==> config.mk <==
export PLATFORM = sky130hd
export DESIGN_NAME = mem_access_unit
export DESIGN_NICKNAME = d
export VERILOG_FILES = /design/src/rtl/mem_access_pkg.sv /design/src/rtl/mem_lane_extract.sv /design/src/rtl/mem_access_unit.sv
export SDC_FILE = /design/constraint.sdc
export NUM_CORES = 1
export LEC_CHECK = 0
export ABC_AREA = 1
export ABC_CLOCK_PERIOD_IN_PS = 2750
export BUFFER_PORTS_ARGS = -buffer_cell sky130_fd_sc_hd__buf_2
export CORE_ASPECT_RATIO = 0.8
export CORE_MARGIN = 5
export CORE_UTILIZATION = 50
export CTS_CLUSTER_DIAMETER = 30
export DETAILED_ROUTE_END_ITERATION = 10
export PLACE_DENSITY = 0.78
export SYNTH_ARGS = -nofsm -noshare
export SYNTH_HDL_FRONTEND = slang
export SYNTH_HIERARCHICAL = 1
export SYNTH_SLANG_ARGS = --single-unit
==> constraint.sdc <==
create_clock -name clk -period 2.75 [get_ports clk]
set_input_delay 0.1375 -clock clk [delete_from_list [all_inputs] [get_ports clk]]
set_output_delay 0.1375 -clock clk [all_outputs]
set_load 0.03 [all_outputs]
==> src/rtl/mem_access_pkg.sv <==
// Shared encodings for the memory access stage: access lengths, exception
// codes, FSM states and a lane-count helper.
package mem_access_pkg;

  typedef enum logic [1:0] {
    LEN_B = 2'd0,
    LEN_H = 2'd1,
    LEN_W = 2'd2,
    LEN_D = 2'd3
  } len_e;

  typedef enum logic [1:0] {
    EXC_NONE     = 2'd0,
    EXC_MISALIGN = 2'd1,
    EXC_TIMEOUT  = 2'd2,
    EXC_ILLEGAL  = 2'd3
  } exc_e;

  typedef enum logic [1:0] {
    S_IDLE = 2'd0,
    S_REQ  = 2'd1,
    S_WAIT = 2'd2,
    S_RESP = 2'd3
  } state_e;

  // Number of byte lanes in a datapath word.
  function automatic int unsigned lanes(input int unsigned xlen);
    return xlen / 8;
  endfunction

endpackage

==> src/rtl/mem_lane_extract.sv <==
// Load-lane extraction: pulls the addressed byte/half/word/dword out of a
// read word and sign- or zero-extends it to XLEN. Purely combinational.
module mem_lane_extract
  import mem_access_pkg::*;
#(
  parameter int XLEN = 32
) (
  input  logic [XLEN-1:0]                     rdata_i,
  input  logic [$clog2(lanes(XLEN))-1:0]      off_i,
  input  logic [1:0]                          len_i,
  input  logic                                un_i,
  output logic [XLEN-1:0]                     result_o
);

  localparam logic [7:0] XB = 8'(XLEN);

  logic [7:0]      nbits;
  logic [XLEN-1:0] shifted;
  logic [XLEN-1:0] mask;
  logic [XLEN-1:0] top;
  logic            sext;

  // Align the lane to bit 0, mask to the access width, extend from its msb.
  // The msb is found via the top bit of the mask to avoid a variable index.
  always_comb begin
    nbits = 8'd8 << len_i;
    if (nbits > XB) nbits = XB;
    shifted  = rdata_i >> {off_i, 3'b000};
    mask     = (nbits == XB) ? '1 : ((XLEN'(1) << nbits) - XLEN'(1));
    top      = mask & ~(mask >> 1);
    sext     = ~un_i & (|(shifted & top));
    result_o = (shifted & mask) | ({XLEN{sext}} & ~mask);
  end

endmodule

==> src/rtl/mem_access_unit.sv <==
// Memory access stage between EXE and WB. One op in flight: pass-through,
// load or store. Drives a req/gnt/rvalid memory port with a response
// timeout and returns extended load data plus an exception code.
module mem_access_unit
  import mem_access_pkg::*;
#(
  parameter int XLEN    = 32,
  parameter int ADDR_W  = 10,
  parameter int WB_W    = 11,
  parameter int TIMEOUT = 15
) (
  input  logic                                  clk,
  input  logic                                  rst_n,
  input  logic                                  in_valid,
  output logic                                  in_ready,
  input  logic                                  in_read,
  input  logic                                  in_write,
  input  logic [1:0]                            in_len,
  input  logic                                  in_un,
  input  logic [WB_W-1:0]                       in_wb,
  input  logic [ADDR_W-1:0]                     in_addr,
  input  logic [XLEN-1:0]                       in_data,
  output logic                                  mem_req,
  output logic                                  mem_we,
  output logic [XLEN/8-1:0]                     mem_be,
  output logic [ADDR_W-$clog2(XLEN/8)-1:0]      mem_addr,
  output logic [XLEN-1:0]                       mem_wdata,
  input  logic                                  mem_gnt,
  input  logic                                  mem_rvalid,
  input  logic [XLEN-1:0]                       mem_rdata,
  output logic                                  out_valid,
  input  logic                                  out_ready,
  output logic [WB_W-1:0]                       out_wb,
  output logic [XLEN-1:0]                       out_result,
  output logic [1:0]                            out_exc
);

  localparam int NB    = lanes(XLEN);
  localparam int OFF_W = $clog2(NB);
  localparam int CNT_W = $clog2(TIMEOUT + 1);

  typedef struct packed {
    logic              rd;
    logic              wr;
    logic [1:0]        len;
    logic              un;
    logic [WB_W-1:0]   wb;
    logic [ADDR_W-1:0] addr;
    logic [XLEN-1:0]   data;
  } op_t;

  state_e          state_q, state_d;
  op_t             op_q, op_d;
  logic [XLEN-1:0] res_q, res_d;
  logic [1:0]      exc_q, exc_d;
  logic [CNT_W-1:0] cnt_q, cnt_d;

  logic             accept;
  logic [1:0]       exc_in;
  logic [OFF_W-1:0] in_amask;
  logic [OFF_W-1:0] op_amask;
  logic [15:0]      be_base;
  logic [NB-1:0]    be;
  logic [XLEN-1:0]  ld_res;
  logic [NB-1:0][7:0] data_bytes;
  logic [NB-1:0][7:0] wdata_bytes;

  assign accept = in_valid & (state_q == S_IDLE);

  // Classify the incoming op; illegal beats misaligned. Alignment only
  // matters for ops that actually touch memory.
  always_comb begin
    in_amask = OFF_W'((4'd1 << in_len) - 4'd1);
    exc_in   = EXC_NONE;
    if (in_read & in_write)
      exc_in = EXC_ILLEGAL;
    else if ((in_read | in_write) && (in_len == LEN_D) && (XLEN < 64))
      exc_in = EXC_ILLEGAL;
    else if ((in_read | in_write) && ((in_addr[OFF_W-1:0] & in_amask) != '0))
      exc_in = EXC_MISALIGN;
  end

  // Byte enables: a run of 2^len ones starting at the addressed lane.
  always_comb begin
    be_base = (16'd1 << (5'd1 << op_q.len)) - 16'd1;
    be      = NB'(be_base) << op_q.addr[OFF_W-1:0];
    op_amask = OFF_W'((4'd1 << op_q.len) - 4'd1);
  end

  // Store data replication: lane b carries source byte (b mod 2^len).
  assign data_bytes = op_q.data;
  for (genvar b = 0; b < NB; b++) begin : g_lane
    logic [OFF_W-1:0] src;
    assign src            = OFF_W'(b) & op_amask;
    assign wdata_bytes[b] = data_bytes[src];
  end

  mem_lane_extract #(.XLEN(XLEN)) u_extract (
    .rdata_i  (mem_rdata),
    .off_i    (op_q.addr[OFF_W-1:0]),
    .len_i    (op_q.len),
    .un_i     (op_q.un),
    .result_o (ld_res)
  );

  // FSM state register.
  always_ff @(posedge clk or negedge rst_n) begin
    if (!rst_n) state_q <= S_IDLE;
    else        state_q <= state_d;
  end

  // FSM next state.
  always_comb begin
    state_d = state_q;
    case (state_q)
      S_IDLE: if (accept) begin
        if ((exc_in != EXC_NONE) || !(in_read | in_write)) state_d = S_RESP;
        else                                               state_d = S_REQ;
      end
      S_REQ:  if (mem_gnt) state_d = op_q.wr ? S_RESP : S_WAIT;
      S_WAIT: if (mem_rvalid || (cnt_q == CNT_W'(TIMEOUT - 1))) state_d = S_RESP;
      S_RESP: if (out_ready) state_d = S_IDLE;
      default: state_d = S_IDLE;
    endcase
  end

  // FSM outputs; memory fields are only driven while requesting.
  always_comb begin
    in_ready  = (state_q == S_IDLE);
    out_valid = (state_q == S_RESP);
    mem_req   = (state_q == S_REQ);
    mem_we    = mem_req & op_q.wr;
    mem_be    = mem_req ? be : '0;
    mem_addr  = mem_req ? op_q.addr[ADDR_W-1:OFF_W] : '0;
    mem_wdata = mem_req ? XLEN'(wdata_bytes) : '0;
  end

  assign out_wb     = op_q.wb;
  assign out_result = res_q;
  assign out_exc    = exc_q;

  // Datapath next state: capture on accept, load data / timeout in WAIT.
  always_comb begin
    op_d  = op_q;
    res_d = res_q;
    exc_d = exc_q;
    cnt_d = cnt_q;
    case (state_q)
      S_IDLE: if (accept) begin
        op_d.rd   = in_read;
        op_d.wr   = in_write;
        op_d.len  = in_len;
        op_d.un   = in_un;
        op_d.wb   = in_wb;
        op_d.addr = in_addr;
        op_d.data = in_data;
        exc_d     = exc_in;
        res_d     = (exc_in == EXC_NONE) ? in_data : '0;
        cnt_d     = '0;
      end
      S_REQ: if (mem_gnt) cnt_d = '0;
      S_WAIT: begin
        if (mem_rvalid) begin
          res_d = ld_res;
        end else if (cnt_q == CNT_W'(TIMEOUT - 1)) begin
          res_d = '0;
          exc_d = EXC_TIMEOUT;
        end else begin
          cnt_d = cnt_q + CNT_W'(1);
        end
      end
      default: ;
    endcase
  end

  // Datapath registers.
  always_ff @(posedge clk or negedge rst_n) begin
    if (!rst_n) begin
      op_q  <= '0;
      res_q <= '0;
      exc_q <= '0;
      cnt_q <= '0;
    end else begin
      op_q  <= op_d;
      res_q <= res_d;
      exc_q <= exc_d;
      cnt_q <= cnt_d;
    end
  end

endmodule

After elaboration in Yosys (flattened, before gate mapping)
Index checks and enable logic that the tools add are counted.

cells by class
  add/subtract/negate cells = 5
  shifts and indexed selects = 8
  reduce and logical (&&, ||, !) cells = 17
  muxes and demuxes = 35
  eq/ne operators = 14
  magnitude comparators = 4
  bitwise logic cells = 14

operator list
  operator                                                              count
  32-bit 2-to-1 mux                                                     6
  32-bit bitwise AND                                                    4
  32-bit case mux with 2 select lines                                   1
  8-bit 2-to-1 mux                                                      7
  31-bit NOT with 32-bit output                                         1
  32-bit NOT                                                            1
  32-bit bitwise OR                                                     1
  32-bit OR reduction                                                   1
  1-bit by 8-bit << shifter with 32-bit output, first input constant    1
  32-bit by 5-bit right shift with 32-bit output                        1
  32-bit by 1-bit subtractor with 32-bit output, second input constant  1
  2-bit 2-to-1 mux                                                      10
  4-bit 2-to-1 mux                                                      5
  8-bit binary-select mux with 2-bit select                             1
  4-bit case mux with 3 select lines                                    1
  8-bit by 6-bit == test with 1-bit output, second input constant       1
  8-bit by 6-bit > comparator with 1-bit output, second input constant  1
  2-bit != test, second input constant                                  4
  2-bit case mux with 4 select lines                                    1
  4-bit AND reduction                                                   2
  4-bit by 2-bit << shifter with 8-bit output, first input constant     1
  2-bit == test, second input constant                                  3
  2-bit by 3-bit < comparator with 1-bit output, second input constant  2
  2-bit by 1-bit != test with 1-bit output, second input constant       3
  26 further kinds                                                      37

word-level totals
  output and inout port bits = 93
  input port bits = 96
  bits in registers = 97

Logic depth before layout (Yosys ltp)
Gate-level depths: netlist of the first run.

  depth after elaboration = 15
  depth in mapped cells = 12
  depth with buffers taken out = 11

Modules after synthesis
Netlist of the first run, hierarchy kept.

modules (own cells, without submodules)
  module            cells an instance  instances  area each (µm²)  sequential area each (µm²)
  mem_access_unit   735                1          5276.3           2427.3
  mem_lane_extract  167                1          758.2            0.0

Least setup slack after synthesis of the first run
No wires, ideal clock.

  kind = reg2out
  start point = reg op_q[55] in the netlist's numbering
  end point = out mem_wdata[30]
  buffers on the path = 3
  data arrival time = 2.422 ns
  stages on the path, launching flop included = 10
  setup slack = 0.190 ns
  cell sequence = dfrtp_1 > nor2_1 > inv_1 > buf_2 > ha_1 > buf_2 > inv_1 > clkbuf_1 > o211ai_1 > o21ai_0

on the way
  word-level cells in the longest chain between the ends = 5

ends and longest elaborated chain
  item                                         line                    text
  start, declared                              mem_access_unit.sv:53   op_t op_q, op_d;
  start signal, assigned                       mem_access_unit.sv:184  op_q <= op_d;
  1-bit by 2-bit << shifter with 2-bit output  mem_access_unit.sv:87   op_amask = OFF_W'((4'd1 << op_q.len) - 4'd1);
  2-bit by 1-bit subtractor with 2-bit output  mem_access_unit.sv:87
  8-bit binary-select mux with 2-bit select    mem_access_unit.sv:95   assign wdata_bytes[b] = data_bytes[src];
  8-bit 2-to-1 mux (not written as such)       mem_access_unit.sv:95
  32-bit 2-to-1 mux                            mem_access_unit.sv:135  mem_wdata = mem_req ? XLEN'(wdata_bytes) : '0;
  end, declared                                mem_access_unit.sv:27   output logic [XLEN-1:0] mem_wdata,

Every way passes these cells. The select of a mux whose other input is x is not followed.

Worst setup path after layout of the first run
  start point = reg op_q[54] in the netlist's numbering
  end point = out mem_wdata[25]

The elaborated chain is that of the path after synthesis.

==> summary.txt, run 1 <==
Status
  • Outcome: finished, violations left
  • Failing checks: negative hold slack

Logic synthesis
  • Syn nets: just over 1000
  • Count of mapped cells out of synthesis: 902
  • Dominant cells by area after synthesis: dfrtp_1 (40%), nand2_1 (17%), nor2_1 (8.2%), inv_1 (6.5%), a21oi_1 (5.2%)
  • Mean instance size in the synthesized netlist: 6.69 um2
  • Share of synthesized area occupied by flip-flops and latches: 40.2%
  • Number of distinct library cells after synthesis: 31
  • Top cell type's share of synthesized area: roughly 40%
  • EDFF count, synth: 0
  • Library cell with the highest instance count after synthesis: nand2_1
  • Warnings, synthesis: 6
  • Library cell occupying the most area in the post-synthesis netlist: dfrtp_1
  • Async set-reset flop share out of synthesis: 100%
  • Top cells by instance count after synthesis: nand2_1 (281), nor2_1 (132), inv_1 (105), dfrtp_1 (97), a21oi_1 (63)
  • Main synth FF type: dfrtp_1
  • Synthesized area: 6030 um2
  • Register bit total from synthesis: 97

Floorplan
  • Die area: 14400 um2
  • Die Y: approximately 110 um
  • Effective utilization at floorplan: 51.8%
  • Die W: between 100 and 150 um
  • Number of top-level design ports: 189
  • Row count: 35
  • Total core area: 11600 um2

Setup path
  • Data arrival time at the worst-slack endpoint: ~2.4 ns
  • Required time at the endpoint of the critical path: 2.61 ns
  • Highest fanout seen on the critical path: 12
  • Slowest-stage cell, CP: ha_2
  • Crit path capture type: primary output
  • Delay contributed by the slowest stage of the critical path: 0.48 ns
  • Critical path startpoint category: flop
  • Family with the most delay on the worst path: buffers and inverters
  • Crit Path Category: flop to primary output
  • Sum of buffers and inverters on the critical path: 4
  • Cell Chain, Critical Path: inv_1, nor2_1, inv_1, ha_2, clkinvlp_4, o21ai_0, a21oi_1, nor2_1, buf_2

STA
  • Share of the clock period used by the worst path after layout: 90.9%
  • Highest attainable clock frequency: about 400 MHz
  • Pins over their slew limit: 0
  • Final hold violations: 1
  • Post-route worst hold slack: -0.00269 ns
  • Final count of negative-setup-slack endpoints: 0
  • Final TNS setup: 0 ns
  • Clock skew: about 0.0082 ns
  • Minimum clock period after layout: 2.50 ns
  • Worst path setup slack after routing: 0.250 ns
  • Actual slew at the worst max-slew pin: 0.765 ns
  • Setup repair after global routing missed its margin: no
  • Worst slew margin relative to its limit: 49.0%

Drt
  • Via count: 6296
  • Final Routed Wirelength: about 19000 um
  • Routed len/inst: 15.6 um
  • Vias per inst: 5.12
  • Initial DRC count: 495
  • First-pass detailed-route iteration total: 5
  • Final ANT Viol Nets: 0
  • Final routed DRC violation total: 0

Clocking
  • Clock-pin transition on the worst setup and hold timing paths: 0.07 ns
  • H-tree levels: 3
  • Clk Latency, worst-skew pair: 0.35 ns
  • Post-CTS Setup Bufs: 0
  • TritonCTS clock tree: done
  • Number of clock sinks seen by CTS: 97
  • Clock buffers created by TritonCTS: 9
  • Clock Tree Root: clkbuf_16
  • Clock Tree Buf Depth: 2

Final layout
  • Count of nets after finishing: 1180
  • Non-filler cells, final: 1229
  • Filler instances: between 1000 and 1500
  • Syn-to-layout area delta: 23.8%
  • Seq. cell area: 2430 um2
  • Ratio of cells with drive above 1 in the final layout: a little under a quarter
  • Area of the multi-input gates: 2850 um2

Pwr
  • Power per cell area: between 1000 and 1500 nW/um2
  • Maximum resistive drop on vdd: 1.41 mV
  • Static power due to leakage: 4.34 nW
  • Pwr Total: 10.2 mW

Job
  • Max_cap viols: 0

Placement
  • Count of port buffers added during placement: 188
  • Pre-CTS setup slack: between 0.5 and 0.6 ns
  • Half-perimeter wire length after detailed placement: approximately 15000 um
  • Post-Place Cells: 1194
  • Gp weighted congestion: 0.955

Global route
  • GRT overflow: 0
  • Vias in the first global route: 6002
  • Global-route usage over all layers: a little over a quarter
  • Number of antenna violations at the first check in global routing: 1
  • Pin count of the biggest net entering global routing: slightly below 60
  • Global-route wire length before repair: 30800 um

Worst hold path
  • Worst hold path type: primary input to flop
## repair_timing
| action | CTS | global route |
|---|---|---|
| hold buffers | 17 | 0 |
| resized for setup | 0 | 3 |
| endpoints found under the setup margin | 0 | 16 |
| endpoints found under the hold margin | 70 | 0 |
## report_power, final
part | internal [mW] | switching, mW | leakage (nW)
clock network | 0.789 | 0.556 | 0.161
logic | 1.84 | 4.37 | 2.99
registers | 2.13 | 0.519 | 1.19
## final timing paths
path,startpoint,to,slack [ns],cells after the start
setup / recovery,op_q[54]$_DFFE_PN0P_,mem_wdata[25],0.25,9
hold / removal,in_addr[6],op_q[38]$_DFFE_PN0P_,-0.003,3
setup reg to reg,op_q[33]$_DFFE_PN0P_,out_result[12]$_DFFE_PN0P_,0.66,10
hold reg to reg,out_wb[8]$_DFFE_PN0P_,out_wb[8]$_DFFE_PN0P_,0.47,2
max in group asynchronous,rst_n,out_result[0]$_DFFE_PN0P_,1.56,3
min in group asynchronous,rst_n,out_result[24]$_DFFE_PN0P_,0.39,2
## state kept, by name (all words and copies together) (netlist names)
name        cells
cnt_q           4
op_q           14
out_result     32
data_bytes     32
state_q         2
out_exc         2
out_wb         11
## metal layers
metal,part of all wire (%),global-route usage [%],vias up
li1,-,-,3166
met1,45,37.8,2864
met2,46,42.4,237
met3,7.5,5.72,29
met4,1.6,6.97,0
met5,0,0,-
## kinds of logic (layout without fill, tap and decap cells)
family,after synthesis,in the layout,share of synthesized area [%]
AOI/OAI and AO/OA,136,136,11.9
xor gates and xnor gates,2,2,0.290
adders and majority gates,9,9,1.87
buffers and inverters,172,350,12.6
DFF,97,97,40.2
other,0,1,0
and+or+nand+nor,486,486,33.1
## worst reg2reg max path: cells and delay by family, from the launching register on
kind	cells	cell delay (ns)
buffers and inverters	2	0.29
AO/OA/AOI/OAI	1	0.15
AND/OR/NAND/NOR	7	0.89
flip-flops	1	0.70
## layout by cell type, fill, tap and decap left out, types with 2 or more instances in the layout
master,instances
a21oi_1,63
a22oi_1,2
buf_2,187
buf_4,20
clkbuf_16,9
clkbuf_8,3
clkinv_4,2
clkinvlp_4,2
dfrtp_1,97
dlygate4sd3_1,17
ha_1,8
inv_1,104
inv_2,3
nand2_1,281
nand2_2,2
nand3_1,22
nand3_2,2
nand4_1,34
nor2_1,132
nor2_2,2
o211ai_1,5
o21ai_0,57
o21ai_1,3
o221ai_1,5
or2_1,2
or2_2,6
xor2_1,2
## per-stage QoR
stage	utilization (%)	cell area, um2
after floorplan	-	6030
after global placement	59.7	6960
after detailed placement	59.7	6960
after CTS	64.0	7450
after global routing	64.1	7470
final	64.1	7470
## area by class of cell
class,count,area share [%]
clock inverters,4,0.787
multi-input cells,633,38.2
flip-flops and latches,97,32.5
diodes,1,0.0335
inverters,109,5.55
well taps,148,2.48
repair buffers,224,16.8
clock buffers,12,3.57
repair inverters,1,0.101
No activity file was read; power rests on OpenSTA's default activity.
==> run 2, diff against run 1 <==
Settings changed: ABC_AREA 1 to unset, ABC_CLOCK_PERIOD_IN_PS 2750 to unset, PLACE_DENSITY 0.78 to 0.79.
==> run 2 against run 1 <==
The run now ends clean. Area after synthesis down 4.7%. Non-clock buffer count down 21. Via count down 21%. Sequential share of layout area up 1.8 points. Hold slack better by 0.018 ns. Total power up 1.4%. Fmax down 5.1%. First-iteration DRC count down 26%. Clock skew down 0.0020 ns. Largest power group unchanged. Highest routed layer is now met5.
==> summary.txt, run 2 <==
Status
  • Outcome: finished, final reports clean

Final layout
  • Design area: 7070 um2 (-5.4%)
  • Ratio of cells with drive above 1 in the final layout: 43.6% (+21 points)
  • Leading cell types in the layout, fill and taps excluded: buf_2 (187), dfrtp_1 (97), mux2_2 (60)
  • Leading cell type in the layout, fill and taps excluded: buf_2
  • Count of nets after finishing: 820 (-31%)
  • Antenna diodes: 0 (-1)
  • Syn-to-layout area delta: 22.9%
  • Filler instances: 947 (-14%)
  • Utilization after layout: 62.1% (-2.0 points)

Pwr
  • Power per cell area: 1460 nW/um2 (+7.1%)
  • Cell internal pwr: 5.34 mW (+12%)
  • Maximum resistive drop on vdd: 0.580 mV (-59%)
  • Static power due to leakage: 3.34 nW (-23%)
  • Part of the power in combinational logic: 59.7% (-1.1 points)
  • Proportion of power drawn by flip-flops and latches: 26.2% (+0.2 points)
  • Fraction of power spent switching nets: 48.4% (-5.0 points)
  • Clk network pwr share: 14.2% (+1.0 points)
  • P_sw: 5.00 mW (-8.1%)

Setup path
  • Critical path startpoint category: flop
  • Beginning of the critical path: op_q[54]$_DFFE_PN0P_
  • Required time at the endpoint of the critical path: 2.61 ns (about the same)
  • Slowest-stage cell, CP: dfrtp_1
  • Crit path capture type: primary output
  • Highest fanout seen on the critical path: 12 (unchanged)
  • R2r startpoint: state_q[0]$_DFFE_PN0P_
  • Data arrival time at the worst-slack endpoint: 2.50 ns (+0.14 ns)
  • Crit Path Category: flop to primary output
  • Cell Chain, Critical Path: or2_4, ha_1, a211o_1, nand2_1, o22ai_1, o31ai_1, buf_2
  • Family with the most delay on the worst path: compound AO/OA/AOI/OAI gates
  • Sum of buffers and inverters on the critical path: 1 (-3)
  • Delay contributed by the slowest stage of the critical path: 0.49 ns (about the same)

Drt
  • DRT met1 WL: 7650 um (-12%)
  • Met2 Wirelength: 7750 um (-12%)
  • Highest routing layer actually used: met5
  • Via count: 4955 (-21%)
  • Final ANT Viol Nets: 0 (unchanged)
  • Initial DRC count: 367 (-26%)
  • Routed len/inst: 20.0 um (+28%)
  • Vias per inst: 5.71 (+11%)
  • Amount of wire on met3 after detailed routing: 1710 um (+18%)
  • First-pass detailed-route iteration total: 5 (unchanged)
  • Final routed DRC violation total: 0 (unchanged)
  • Final Routed Wirelength: 17400 um (-9.7%)

STA
  • Setup repair after global routing missed its margin: no
  • Clock skew: 0.00614 ns (-0.00204 ns)
  • Final count of negative-setup-slack endpoints: 0 (unchanged)
  • Actual slew at the worst max-slew pin: 0.668 ns (-0.0975 ns)
  • Highest attainable clock frequency: 380 MHz (-5.1%)
  • Minimum clock period after layout: 2.63 ns (+0.134 ns)
  • Final TNS setup: 0 ns (unchanged)
  • Final hold violations: 0 (-1)
  • Pins over their slew limit: 0 (unchanged)
  • Share of the clock period used by the worst path after layout: 95.8% (+4.9 points)
  • Worst slew margin relative to its limit: 55.4% (+6.5 points)

Global route
  • Pin count of the biggest net entering global routing: 65 (+12%)
  • Vias in the first global route: 4884 (-19%)
  • Global-route usage over all layers: 25.1% (-1.8 points)
  • Number of antenna violations at the first check in global routing: 2 (+1)
  • Global-route wire length before repair: 26600 um (-13%)
  • GRT overflow: 0 (unchanged)

Logic synthesis
  • Count of mapped cells out of synthesis: 552 (-39%)
  • Synthesized area: 5750 um2 (-4.7%)
  • Share of synthesized area occupied by flip-flops and latches: 42.2% (+2.0 points)
  • EDFF count, synth: 0 (unchanged)
  • Library cell occupying the most area in the post-synthesis netlist: dfrtp_1
  • Library cell with the highest instance count after synthesis: dfrtp_1
  • Mean instance size in the synthesized netlist: 10.4 um2 (+56%)
  • Dominant cells by area after synthesis: dfrtp_1 (42%), mux2_2 (12%), mux2i_1 (5.6%), a21oi_1 (4.3%), a22oi_1 (4.2%)
  • Async set-reset flop share out of synthesis: 100% (unchanged)
  • Top cell type's share of synthesized area: 42.2% (+2.0 points)
  • Warnings, synthesis: 6 (unchanged)
  • Register bit total from synthesis: 97 (unchanged)
  • Main synth FF type: dfrtp_1
  • Syn nets: 657 (-35%)
  • Number of distinct library cells after synthesis: 53 (+71%)
  • Top cells by instance count after synthesis: dfrtp_1 (97), mux2_2 (60), nor2_1 (57), a21oi_1 (49)

Floorplan
  • Die Y: 106 um (-2.1%)
  • Total core area: 11400 um2 (-2.3%)
  • Effective utilization at floorplan: 50.5% (-1.3 points)
  • Die W: 130 um (-2.2%)
  • Row count: 35 (unchanged)
  • Die area: 13800 um2 (-4.3%)
  • Number of top-level design ports: 189 (unchanged)

Clocking
  • Post-CTS Setup Bufs: 0 (unchanged)
  • Clk Latency, worst-skew pair: 0.35 ns (about the same)
  • Clock buffers created by TritonCTS: 9 (unchanged)
  • Clock Tree Buf Depth: 2 (unchanged)
  • Number of clock sinks seen by CTS: 97 (unchanged)
  • Clock Tree Root: clkbuf_16
  • H-tree levels: 3 (unchanged)
  • TritonCTS clock tree: done
  • Clock-pin transition on the worst setup and hold timing paths: 0.07 ns (about the same)

Placement
  • Half-perimeter wire length after detailed placement: 13400 um (-9.2%)
  • Count of port buffers added during placement: 188 (unchanged)
  • Placed cell area: 6710 um2 (-3.6%)
  • Gp weighted congestion: 0.900 (-5.8%)

Worst hold path
  • Worst hold path type: primary input to flop
  • Hold wc startpoint: in_wb[8]

Job
  • Max_cap viols: 0 (unchanged)
## run 2: changes by cell type after synthesis, moves of 22 or more
cell	previous run	this run
a211oi_1	0	22
a22oi_1	2	32
and2_1	1	25
inv_1	105	6
mux2_2	0	60
mux2i_1	0	32
nand2_1	281	10
nand4_1	34	1
nor2_1	132	57
o21ai_0	57	5
## run 2: through the flow
| stage | worst slack, ns | hold WS (ns) | instances | total power, mW |
|---|---|---|---|---|
| 6_report | 0.117 | 0.0155 | 868 | 10.3 |
| 5_1_grt | 0.0180 | 0.0104 | 868 | 11.0 |
| 4_1_cts | 0.0777 | 0.0127 | 868 | 10.3 |
| 3_5_place_dp | 0.463 | 0.163 | 851 | 8.82 |
| 3_3_place_gp | 0.547 | 0.149 | 851 | 8.66 |
| 2_1_floorplan | 0.0495 | -0.158 | 552 | 7.40 |
## run 2: power groups by stage
stage	Clock [mW]	Sequential [mW]	Combinational [mW]
finish	1.46	2.71	6.17
global route	1.54	2.79	6.66
CTS	1.49	2.70	6.15
detailed placement	0	2.72	6.11
global placement	0	2.67	5.99
floorplan	0	3.06	4.34
## run 2: final timing paths
path,slack (ns),depth (start not counted),endpoint
max reg2reg,0.60,7,out_result[15]$_DFFE_PN0P_
min in group asynchronous,0.31,2,out_wb[2]$_DFFE_PN0P_
min reg2reg,0.50,1,out_exc[0]$_DFFE_PN0P_
max,0.12,7,mem_be[3]
min,0.02,2,out_wb[8]$_DFFE_PN0P_
max in group asynchronous,1.74,3,out_result[16]$_DFFE_PN0P_
## run 2: layer usage
metal | vias up | GRT usage, %
li1 | 2325 | -
met3 | 25 | 7.79
met1 | 2370 | 35.7
met2 | 231 | 37.4
met4 | 4 | 5.93
met5 | - | 0
## run 2: cell families (layout without fill, tap and decap cells)
kind of cell | Yosys count | count (layout) | synth area share [%]
buf+inv | 58 | 226 | 6.02
fa+ha+maj | 9 | 9 | 1.96
flops | 97 | 97 | 42.2
mux | 94 | 94 | 17.8
xor+xnor | 1 | 1 | 0.152
simple gates | 138 | 138 | 12.3
compound gates | 155 | 155 | 19.5
## run 2: repair_timing
| item | CTS | global route |
|---|---|---|
| endpoints found under the setup margin | 0 | 15 |
| hold endpoints to repair | 41 | 0 |
| hold buffers | 1 | 0 |
| resized for setup | 0 | 1 |
## run 2: cell type report
type | instances | area, um2 | share of cell area (%)
clock inverters | 7 | 124 | 1.75
flip-flops and latches | 97 | 2430 | 34.3
well taps | 148 | 185 | 2.62
clock buffers | 9 | 225 | 3.19
repair buffers | 203 | 1100 | 15.5
multi-input cells | 397 | 2980 | 42.2
inverters | 7 | 26.3 | 0.372
